**src/rtl/gate16_bist_pkg.sv**
```systemverilog
// Shared definitions for the 16-bit gate BIST: op codes, FSM states,
// LFSR polynomial, directed vectors and the golden reference function.
package gate16_bist_pkg;

    localparam logic [1:0] OP_AND = 2'b00;
    localparam logic [1:0] OP_OR  = 2'b01;
    localparam logic [1:0] OP_XOR = 2'b10;
    localparam logic [1:0] OP_NOT = 2'b11;

    typedef enum logic [1:0] {
        ST_IDLE,
        ST_APPLY,
        ST_SAMPLE,
        ST_DONE
    } state_e;

    localparam logic [15:0] LFSR_MASK = 16'hB400;

    localparam logic [15:0] VEC0_A = 16'h0000;
    localparam logic [15:0] VEC0_B = 16'h0000;
    localparam logic [15:0] VEC1_A = 16'hFFFF;
    localparam logic [15:0] VEC1_B = 16'h0000;
    localparam logic [15:0] VEC2_A = 16'hAAAA;
    localparam logic [15:0] VEC2_B = 16'h5555;

    function automatic logic [15:0] golden(input logic [1:0] op,
                                           input logic [15:0] a,
                                           input logic [15:0] b);
        logic [15:0] r;
        case (op)
            OP_AND:  r = a & b;
            OP_OR:   r = a | b;
            OP_XOR:  r = a ^ b;
            default: r = ~a;
        endcase
        return r;
    endfunction

    // Right-shifting Galois step: feed the shifted-out bit back through the mask.
    function automatic logic [15:0] lfsr_next(input logic [15:0] q);
        return {1'b0, q[15:1]} ^ (q[0] ? LFSR_MASK : 16'h0000);
    endfunction

endpackage

```
**src/rtl/gate16_bist_lfsr16.sv**
```systemverilog
// 16-bit Galois LFSR with synchronous reseed; reset and load both restore the seed.
module lfsr16
    import gate16_bist_pkg::*;
(
    input  logic        clk,
    input  logic        reset,
    input  logic        load,
    input  logic [15:0] seed,
    input  logic        step,
    output logic [15:0] q
);

    logic [15:0] lfsr_q;
    logic [15:0] lfsr_d;

    always_comb begin
        lfsr_d = lfsr_q;
        if (load) begin
            lfsr_d = seed;
        end else if (step) begin
            lfsr_d = lfsr_next(lfsr_q);
        end
    end

    always_ff @(posedge clk) begin
        if (reset) begin
            lfsr_q <= seed;
        end else begin
            lfsr_q <= lfsr_d;
        end
    end

    assign q = lfsr_q;

endmodule

```
**src/rtl/gate16_bist.sv**
```systemverilog
// BIST controller for a 16-bit two-operand gate: drives directed then
// pseudo-random operand pairs, compares the response and reports failures.
module gate16_bist
    import gate16_bist_pkg::*;
#(
    parameter int          NUM_VEC = 16,
    parameter int          SETTLE  = 1,
    parameter logic [15:0] SEED    = 16'hACE1
) (
    input  logic        clk,
    input  logic        reset,
    input  logic        start,
    input  logic [1:0]  op,
    output logic [15:0] a_out,
    output logic [15:0] b_out,
    input  logic [15:0] dut_out,
    output logic        busy,
    output logic        done,
    output logic        pass,
    output logic [7:0]  fail_count,
    output logic [7:0]  first_fail
);

    localparam logic [7:0] LAST_IDX    = 8'(NUM_VEC - 1);
    localparam logic [3:0] SETTLE_LAST = 4'(SETTLE - 1);

    state_e      state_q, state_d;
    logic [7:0]  index_q, index_d;
    logic [3:0]  settle_q, settle_d;
    logic [7:0]  fail_count_q, fail_count_d;
    logic [7:0]  first_fail_q, first_fail_d;
    logic [1:0]  op_q, op_d;

    logic        start_accept;
    logic        lfsr_step;
    logic        mismatch;
    logic [15:0] lfsr_a_q;
    logic [15:0] lfsr_b_q;

    assign start_accept = start && (state_q == ST_IDLE || state_q == ST_DONE);

    // The LFSRs advance on the edge that enters a random vector, so vector 3
    // already sees the first stepped value rather than the seed.
    assign lfsr_step = (state_q == ST_SAMPLE) && (index_q >= 8'd2) && (index_q != LAST_IDX);

    lfsr16 u_lfsr_a (
        .clk   (clk),
        .reset (reset),
        .load  (start_accept),
        .seed  (SEED),
        .step  (lfsr_step),
        .q     (lfsr_a_q)
    );

    lfsr16 u_lfsr_b (
        .clk   (clk),
        .reset (reset),
        .load  (start_accept),
        .seed  (SEED ^ 16'h5A5A),
        .step  (lfsr_step),
        .q     (lfsr_b_q)
    );

    always_ff @(posedge clk) begin
        if (reset) begin
            state_q      <= ST_IDLE;
            index_q      <= 8'd0;
            settle_q     <= 4'd0;
            fail_count_q <= 8'd0;
            first_fail_q <= 8'hFF;
            op_q         <= OP_AND;
        end else begin
            state_q      <= state_d;
            index_q      <= index_d;
            settle_q     <= settle_d;
            fail_count_q <= fail_count_d;
            first_fail_q <= first_fail_d;
            op_q         <= op_d;
        end
    end

    always_comb begin
        state_d = state_q;
        case (state_q)
            ST_IDLE, ST_DONE: if (start) state_d = ST_APPLY;
            ST_APPLY:         if (settle_q == SETTLE_LAST) state_d = ST_SAMPLE;
            ST_SAMPLE:        state_d = (index_q == LAST_IDX) ? ST_DONE : ST_APPLY;
            default:          state_d = ST_IDLE;
        endcase
    end

    assign mismatch = (dut_out != golden(op_q, a_out, b_out));

    always_comb begin
        index_d      = index_q;
        settle_d     = settle_q;
        fail_count_d = fail_count_q;
        first_fail_d = first_fail_q;
        op_d         = op_q;
        if (start_accept) begin
            index_d      = 8'd0;
            settle_d     = 4'd0;
            fail_count_d = 8'd0;
            first_fail_d = 8'hFF;
            op_d         = op;
        end else if (state_q == ST_APPLY) begin
            settle_d = (settle_q == SETTLE_LAST) ? 4'd0 : settle_q + 4'd1;
        end else if (state_q == ST_SAMPLE) begin
            if (mismatch) begin
                if (fail_count_q != 8'hFF) fail_count_d = fail_count_q + 8'd1;
                if (first_fail_q == 8'hFF) first_fail_d = index_q;
            end
            if (index_q != LAST_IDX) index_d = index_q + 8'd1;
        end
    end

    always_comb begin
        busy  = (state_q == ST_APPLY) || (state_q == ST_SAMPLE);
        done  = (state_q == ST_DONE);
        pass  = done && (fail_count_q == 8'd0);
        a_out = 16'h0000;
        b_out = 16'h0000;
        if (busy) begin
            case (index_q)
                8'd0: begin a_out = VEC0_A;   b_out = VEC0_B;   end
                8'd1: begin a_out = VEC1_A;   b_out = VEC1_B;   end
                8'd2: begin a_out = VEC2_A;   b_out = VEC2_B;   end
                default: begin a_out = lfsr_a_q; b_out = lfsr_b_q; end
            endcase
        end
    end

    assign fail_count = fail_count_q;
    assign first_fail = first_fail_q;

endmodule

```
**config.mk**
```make
export PLATFORM = sky130hd
export DESIGN_NAME = gate16_bist
export DESIGN_NICKNAME = d
export VERILOG_FILES = /design/src/rtl/gate16_bist_pkg.sv /design/src/rtl/gate16_bist_lfsr16.sv /design/src/rtl/gate16_bist.sv
export SDC_FILE = /design/constraint.sdc
export NUM_CORES = 1
export LEC_CHECK = 0
export BUFFER_PORTS_ARGS = -buffer_cell sky130_fd_sc_hd__buf_2
export CORE_AREA = 3 3 114 116
export DETAILED_ROUTE_END_ITERATION = 6
export DIE_AREA = 0 0 117 119
export PLACE_DENSITY = 0.64
export SYNTH_ARGS = -nofsm -noshare
export SYNTH_HDL_FRONTEND = slang
export SYNTH_HIERARCHICAL = 1
export SYNTH_SLANG_ARGS = --single-unit
export TNS_END_PERCENT = 1
```
**constraint.sdc**
```tcl
create_clock -name clk -period 4.9 [get_ports clk]
set_input_delay 1.47 -clock clk [delete_from_list [all_inputs] [get_ports clk]]
set_output_delay 1.47 -clock clk [all_outputs]
set_load 0.005 [all_outputs]
```
# Word level (Yosys, flattened, before mapping)
# Cells that the tools add are included.
classes:
  mux: 12
  bitwise_logic: 7
  n_addsub: 3
  n_eq_ne: 14
  order_cmp: 1
  reduce_logical: 18
op_table:
  columns: ["operator", "count"]
  rows:
  - ["$pmux W16 S3", 2]
  - ["$mux W16", 4]
  - ["$pmux W16 S2", 1]
  - ["$xor A15 B16 Y16", 2]
  - ["$add A8 B1 Y8 const B", 2]
  - ["$and A16 B16 Y16", 1]
  - ["$logic_not A8 Y1", 2]
  - ["$ne A16 B16 Y1", 1]
  - ["$not A16 Y16", 1]
  - ["$or A16 B16 Y16", 1]
  - ["$xor A16 B16 Y16", 1]
  - ["$eq A8 B1 Y1 const B", 1]
  - ["$eq A8 B2 Y1 const B", 1]
  - ["$eq A8 B4 Y1 const B", 1]
  - ["$eq A8 B8 Y1 const B", 1]
  - ["$ge A8 B2 Y1 const B", 1]
  - ["$ne A8 B4 Y1 const B", 1]
  - ["$ne A8 B8 Y1 const B", 1]
  - ["$reduce_and A4 Y1", 2]
  - ["$eq A2 B2 Y1 const B", 3]
  - ["$mux W2", 3]
  - ["$pmux W2 S3", 1]
  - ["$reduce_or A2 Y1", 3]
  - ["$add A4 B1 Y4 const B", 1]
  - ["10 further kinds", 17]
word_totals:
  reg_bits: 64
  out_inout_bits: 51
  wordCells: 63

# Longest topological paths before layout
# Gate-level depths: netlist of the first run.
depth:
  word_depth: 8
  mapped_depth: 20
  depth_no_buf: 16

# By module
# The synthesis of the first run kept the hierarchy.
modules_own_cells:
  columns: ["module", "area_per_inst_um2", "cells_each", "n_inst"]
  rows:
  - ["gate16_bist", 3409.5, 442, 1]
  - ["lfsr16", 763.2, 38, 2]

# Least setup slack after synthesis of the first run
# Ideal clock, no wire load.
synth_path:
  path_kind: "register to register"
  start: "reg index_q[0]"
  end: "reg fail_count_q[7], in the netlist fail_count[7]"
  t_arrival_ns: 3.888
  n_path_buf: 4
  setup_ns: 0.068
  stages_incl_launch_ff: 21
  path_slack_ns: 0.944
  period_less_slack_ns: 3.956
  required_time_ns: 4.832
  cell_sequence: "dfxtp_1 > inv_1 > ha_1 > nor2_1 > or3_1 > clkbuf_1 > clkbuf_1 > a21oi_1 > nor2_1 > inv_1 > ha_1 > mux2i_1 > a22oi_1 > o21ai_0 > or3_1 > or4_4 > nor4_4 > buf_6 > buf_6 > o31ai_1 > a21oi_2"
synth_between:
  elab_cells_between_ends: 15
synth_lines:
  columns: ["element", "line_no", "text"]
  rows:
  - ["from (decl)", "gate16_bist.sv:28", "logic [7:0] index_q, index_d;"]
  - ["from (signal assigned)", "gate16_bist.sv:74", "index_q <= index_d;"]
  - ["$eq A8 B2 Y1 (tied with other cells)", "gate16_bist.sv:124", "case (index_q)"]
  - ["$pmux W16 S3 (*)", "gate16_bist.sv:124", null]
  - ["$mux W16 (*)", "gate16_bist.sv:123", "if (busy) begin"]
  - ["named net a_out[6]", "gate16_bist.sv:14", "output logic [15:0] a_out,"]
  - ["$xor A16 B16 Y16 (tied with other cells)", "gate16_bist_pkg.sv:33", "OP_XOR: r = a ^ b;"]
  - ["$pmux W16 S3 (*)", "gate16_bist_pkg.sv:30", "case (op)"]
  - ["$ne A16 B16 Y1 (*)", "gate16_bist.sv:92", "assign mismatch = (dut_out != golden(op_q, a_out, b_out));"]
  - ["$reduce_and A4 Y1 (no source line) (*)", null, null]
  - ["to (signal assigned)", "gate16_bist.sv:76", "fail_count_q <= fail_count_d;"]
  - ["to (decl)", "gate16_bist.sv:30", "logic [7:0] fail_count_q, fail_count_d;"]
# The timed path passes the listed nets; every way through them passes the cells marked *.
# A chain may end at the register's enable or synchronous reset.

# Worst setup path in the final report of the first run
layout_path:
  start: "reg index_q[0]"
  end: "reg fail_count_q[6], in the netlist fail_count[6]"
layout_between:
  elab_chain_cells: 8
  elab_cells_between_ends: 15
layout_rtl:
  columns: ["element", "line_no"]
  rows:
  - ["$eq A8 B1 Y1 / $logic_not A8 Y1 (equally long branches)", "gate16_bist.sv:124"]
  - ["$reduce_or A2 Y1 (no source line)", null]
  - ["$pmux W16 S2", "gate16_bist.sv:124"]
  - ["$mux W16", "gate16_bist.sv:123"]
  - ["$xor A16 B16 Y16 (tied with other cells)", "gate16_bist_pkg.sv:33"]
  - ["$pmux W16 S3 (*)", "gate16_bist_pkg.sv:30"]
  - ["$ne A16 B16 Y1 (*)", "gate16_bist.sv:92"]
  - ["$reduce_and A4 Y1 (no source line) (*)", null]
# Mark *: on every way between the ends. The rest lies on a longest branch, timed or not.

==> out/results.txt, run 1 <==
outcome = finished clean
# clock sinks = 64
Multi-input gate area = 3099 um2
FF+latch area = 1602 um2
CTS Hold Buffers Added = 0
DR DRC count = 0
CP Data Required Time = 5.16 ns
share of the synthesized area in the top cell type = 19.47%
vias in the first global route = 4105
Initial Utilization = 41.09%
Core Box Area = 12010 um2
commonest non-fill, non-tap cell in the layout = buf_2
port bufs = 71
routed vias/inst = 5.574
register bit total from synthesis = 64
Post-synth ARST share = 0%
pin count of the biggest net entering global routing = 25
Num CTS Buffers = 9
Syn Area/Cell = 9.529 um2
crit path kind = flip-flop to flip-flop
Max stage delay cell, worst path = or4_4
Area growth, synth to finish = 16.45%
Seq/Total Area, Yosys = 32.45%
CP max stage delay = 0.54 ns
Post-synth EDFFs = 32
Clock transition at path regs = 0.06 ns
post-CTS sizing = 0
Period minus WS final = 4.509 ns
most common flop cell mapped by yosys = edfxtp_1
maximum vdd ir drop = 150.5 uV
cell taking the most area after synthesis = edfxtp_1
Die Ht = 119 um
Die ar. = 13920 um2
max_slew headroom = 39.45%
ranking of synthesized cells by area = edfxtp_1 19%, dfxtp_1 13%, ha_1 11%
WL/cell = 17.36 um
Placer Congestion = 0.8920
Crit path max-delay family = simple AND/OR/NAND/NOR gates
Fin Clk Skew = 0.008295 ns
Clock Root Buffer = clkbuf_16
Final nets = 676
Worst-Skew Late Latency = 0.34 ns
CP Cell Sequence = inv_1 > ha_1 > nor3_1 > nor2_1 > nor2_1 > nand2_1 > ha_1 > mux2i_1 > a22o_1 > a222oi_1 > o41ai_1 > or4_4 > nor4_4 > buf_4 > nor4_1 > a211oi_2
Post-Route WL = 13240 um
Post-Syn Area = 4936 um2
crit share post-route = 92.02%
GRT Util Overall = 19.38%
first-pass GRT wire length = 21090 um
total gr overflow = 0
synth warn = 6
Fmax achieved = 0.2218 GHz
Clock Path Buffers = 2
Slew Limit Fails = 0
setup TNS = 0 ns
most frequent cells in the layout = 71 x buf_2, 53 x inv_1, 49 x nand2_1
power density cells = 266.6 nW/um2
CP max FO = 22
dpl hpwl = 10180 um
Die W = 117 um
Setup Buffers After CTS = 0
static leakage = 2.640 nW
cells after synthesis = 518
Std-Cell Rows = 40
RSZ-0062 raised after global routing = no
Crit. End Element = flip-flop
initial DRC count = 385
First-pass DRT Iterations = 5
Slew @ Worst Pin = 0.9064 ns
WP data arrival = 4.77 ns
crit path buf inv count = 2
Worst Setup Start Kind = flip-flop
Final setup viols = 0
Total Power = 1.533 mW
CTS tree = yes
total number of vias = 4253
I/O pins = 72
# fillers = 1163
initial antenna violation count = 0
antenna-violating nets left = 0
post-synth cell types = 59
H-tree Lvls = 3
max cap viols = 0
final hold violations = 0
Hold WC Path Type = flip-flop to flip-flop
ANT cells = 0
ratio of cells with drive above 1 in the final layout = 24.19%
## stage by stage
stage / std cells / utilization [%] / instance area [um2] / setup slack, ns / hold slack (ns)
2_1_floorplan: 548 / - / 5049 / 0.9439 / 0.4578
3_3_place_gp: 747 / 45.59 / 5477 / 0.5590 / 0.4654
3_5_place_dp: 747 / 45.59 / 5477 / 0.5243 / 0.4599
4_1_cts: 763 / 47.85 / 5748 / 0.4746 / 0.4683
5_1_grt: 763 / 47.85 / 5748 / 0.05797 / 0.4901
6_report: 763 / 47.85 / 5748 / 0.3909 / 0.4686
## registers in the layout, summed over array words and instances (netlist names)
register / count
fail_count: 8
first_fail: 8
index_q: 8
op_q: 2
settle_q: 4
state_q: 2
u_lfsr_a/q: 16
u_lfsr_b/q: 16
## cells in the mapped netlist (all sizes together) (3+ instances only)
master and instances:
inv 53, nand2 49, ha 44, mux2 33, dfxtp 32, edfxtp 32
nor2 32, a21oi 27, o21ai 24, xor2 18, clkbuf 15, mux2i 13
a22oi 10, nand3 10, nand4 10, buf 9, o41ai 9, or4 9
a221o 8, a311oi 7, or3 7, nor3 6, mux4 5, nor4 5
and3 4, or2 4, a22o 3, a31oi 3, nand2b 3, nor2b 3
o22ai 3, o31ai 3, or3b 3
## area by class of cell
| cell class | count | area share [%] |
|---|---|---|
| Tap cell | 147 | 3.200 |
| Clock buffer | 11 | 4.223 |
| Inverter | 53 | 3.461 |
| Clock inverter | 5 | 0.5007 |
| Multi-Input combinational cell | 407 | 53.92 |
| Sequential cell | 64 | 27.86 |
| Timing Repair Buffer | 76 | 6.835 |
## kinds of logic after synthesis
kind of cell	after synthesis	share of synthesized area, %
mux	51	13.97
other cells	2	0.1521
flops	64	32.45
xor+xnor	20	3.549
simple gates	150	16.10
fa+ha+maj	44	11.15
compound gates	110	15.59
buf+inv	77	7.047
## routing by layer
metal	global-route usage [%]	up-vias	share of wire (%)
met2	29.69	159	45
met3	4.624	23	6.5
met4	7.168	0	2.3
met1	26.36	2028	46
met5	0	-	0
li1	-	2043	-
## where the power goes
| part | switching, mW | total (mW) | leakage (nW) | internal (mW) |
|---|---|---|---|---|
| logic | 0.148 | 0.269 | 1.92 | 0.120 |
| clock network | 0.235 | 0.590 | 0.140 | 0.355 |
| registers | 0.0506 | 0.674 | 0.581 | 0.624 |
## path summary, 6_finish.rpt
| check | slack (ns) | end | depth (start not counted) | startpoint |
|---|---|---|---|---|
| min reg2reg | 0.47 | first_fail[7] | 2 | first_fail[7] |
| max reg2reg | 0.39 | fail_count[6] | 16 | index_q[0] |
| max | 0.39 | fail_count[6] | 16 | index_q[0] |
| min | 0.47 | first_fail[7] | 2 | first_fail[7] |
## tightest hold or removal path, stage by stage, from the launching register on
cell     delay [ns]
dfxtp_1        0.32
o41ai_1        0.06
nand2_1        0.05
No activity file was read; power rests on OpenSTA's default activity.
==> run 2: changes to the inputs <==
--- a/config.mk
+++ b/config.mk
@@ -9,6 +9,7 @@
 export CORE_AREA = 3 3 114 116
 export DETAILED_ROUTE_END_ITERATION = 6
 export DIE_AREA = 0 0 117 119
+export GPL_TIMING_DRIVEN = 0
 export PLACE_DENSITY = 0.64
 export SYNTH_ARGS = -nofsm -noshare
 export SYNTH_HDL_FRONTEND = slang
==> run 2 against run 1 <==
Die area is the same. Design area is 2.5% higher. Sequential cell count stayed put. Worst setup slack worse by 0.028 ns. Largest cell class unchanged. Utilization increased by 1.2 points.
==> out/results.txt, run 2 (synthesis gave the netlist of run 1 again) <==
outcome = finished clean
CP max stage delay = 0.44 ns
Placed Area = 5588 um2
antenna-violating nets left = 0
Period minus WS final = 4.537 ns
Fmax achieved = 0.2204 GHz
Die ar. = 13920 um2
WP data arrival = 4.81 ns
Crit path max-delay family = compound AO/OA/AOI/OAI gates
Clock Root Buffer = clkbuf_16
Final setup viols = 0
most frequent cells in the layout = 74 x buf_2, 53 x inv_1, 49 x nand2_1
GRT Util Overall = 19.23%
H-tree Lvls = 3
Area growth, synth to finish = 19.39%
DR DRC count = 0
placed insts = 766
Clock transition at path regs = 0.06 ns
crit path buf inv count = 5
Reg power frac = 42.3%
power density cells = 268.4 nW/um2
port bufs = 71
NetSw = 0.4428 mW
Gate power share = 17.8%
ratio of cells with drive above 1 in the final layout = 24.57%
Num CTS Buffers = 9
Slew @ Worst Pin = 0.6172 ns
Post-Route WL = 13100 um
initial DRC count = 352
start point of the critical path = state_q[0]
Reg2Reg Launch Point = state_q[0]
Slew Limit Fails = 0
Hold WC Path Type = flip-flop to flip-flop
Std-Cell Rows = 40
final worst-path setup slack = 0.3633 ns
CTS tree = yes
first-pass GRT wire length = 21000 um
share of total power in the clock network = 39.9%
max_slew headroom = 58.54%
Initial Utilization = 41.09%
Total Power = 1.582 mW
RSZ-0062 raised after global routing = no
CP max FO = 10
Setup Buffers After CTS = 0
Final nets = 695
total number of vias = 4281
static leakage = 2.699 nW
ANT cells = 0
Max stage delay cell, worst path = or4_4
Crit. End Element = flip-flop
dpl hpwl = 10360 um
Worst Setup Start Kind = flip-flop
max cap viols = 0
Cell Count, Final, Fillers Out = 782
routed vias/inst = 5.474
CP Data Required Time = 5.17 ns
Worst-Skew Late Latency = 0.34 ns
CP Cell Sequence = inv_1 > ha_1 > clkbuf_1 > inv_1 > o31a_1 > o21ai_0 > ha_1 > mux2i_1 > a22oi_1 > a31oi_1 > or3_1 > or4_4 > nor4_4 > buf_6 > buf_6 > o31ai_1 > a21oi_2
Placer Congestion = 0.8612
worst slack at placement = 0.1663 ns
final instance area = 5893 um2
Die Ht = 119 um
HP Start = first_fail[4]
Clock Path Buffers = 2
Core Box Area = 12010 um2
crit path kind = flip-flop to flip-flop
Int Pwr = 1.139 mW
# clock sinks = 64
vias in the first global route = 4155
sw frac = 27.99%
total gr overflow = 0
crit share post-route = 92.59%
final hold violations = 0
I/O pins = 72
Die W = 117 um
pin count of the biggest net entering global routing = 17
setup TNS = 0 ns
maximum vdd ir drop = 148.1 uV
Fin Clk Skew = 0.008330 ns
initial antenna violation count = 0
commonest non-fill, non-tap cell in the layout = buf_2
WL/cell = 16.75 um
First-pass DRT Iterations = 5
run 2: cell types whose count changed in the layout (fill, tap and decap cells not counted), sizes merged:
cell / before / now
buf: 76 / 80
clkbuf: 11 / 26
run 2: path summary, 6_finish.rpt:
path	depth (start not counted)	slack, ns	to
worst max-delay path	17	0.36	fail_count[5]
worst min-delay path	2	0.48	first_fail[4]
worst max register to register	17	0.36	fail_count[5]
worst min register to register	2	0.48	first_fail[4]
run 2: power groups by stage:
stage | registers (mW) | logic [mW] | clock network, mW
after CTS | 0.669 | 0.278 | 0.645
after global placement | 0.678 | 0.271 | 0
after global routing | 0.675 | 0.307 | 0.675
after detailed placement | 0.679 | 0.278 | 0
after floorplan | 0.658 | 0.206 | 0
final | 0.669 | 0.281 | 0.632
run 2: metal layers:
layer | up-vias | share of wire [%] | track usage (%)
met5 | - | 0 | 0
li1 | 2091 | - | -
met4 | 0 | 1.3 | 5.018
met1 | 2016 | 46 | 26.22
met2 | 155 | 46 | 29.98
met3 | 19 | 6.6 | 5.234
run 2: what timing repair did:
action                     in CTS  in global routing
hold buffers                    0                  0
gates resized for setup         0                  4
hold endpoints to repair        0                  0
setup endpoints to repair       0                 13
run 2: layout make-up:
cell class                      instances  area, um2
Fill cell                            1174       6118
Inverter                               53      198.9
Multi-Input combinational cell        407       3104
Sequential cell                        64       1602
Clock inverter                          5      35.03
Clock buffer                           11      264.0
Tap cell                              147      183.9
Timing Repair Buffer                   71      355.3
Buffer                                 24      150.1
run 2: per-stage QoR:
stage	hold WS, ns	utilization, %
5_1_grt	0.4964	49.06
2_1_floorplan	0.4578	-
6_report	0.4779	49.06
3_3_place_gp	0.4540	46.52
3_5_place_dp	0.4647	46.52
4_1_cts	0.4785	49.01
run 2: worst reg2reg max path: stages, from the launching register on:
cell	delay (ns)
dfxtp_1	0.38
inv_1	0.08
ha_1	0.43
clkbuf_1	0.28
inv_1	0.25
o31a_1	0.34
o21ai_0	0.24
ha_1	0.35
mux2i_1	0.09
a22oi_1	0.26
a31oi_1	0.12
or3_1	0.35
or4_4	0.44
nor4_4	0.30
buf_6	0.20
buf_6	0.15
o31ai_1	0.10
a21oi_2	0.12
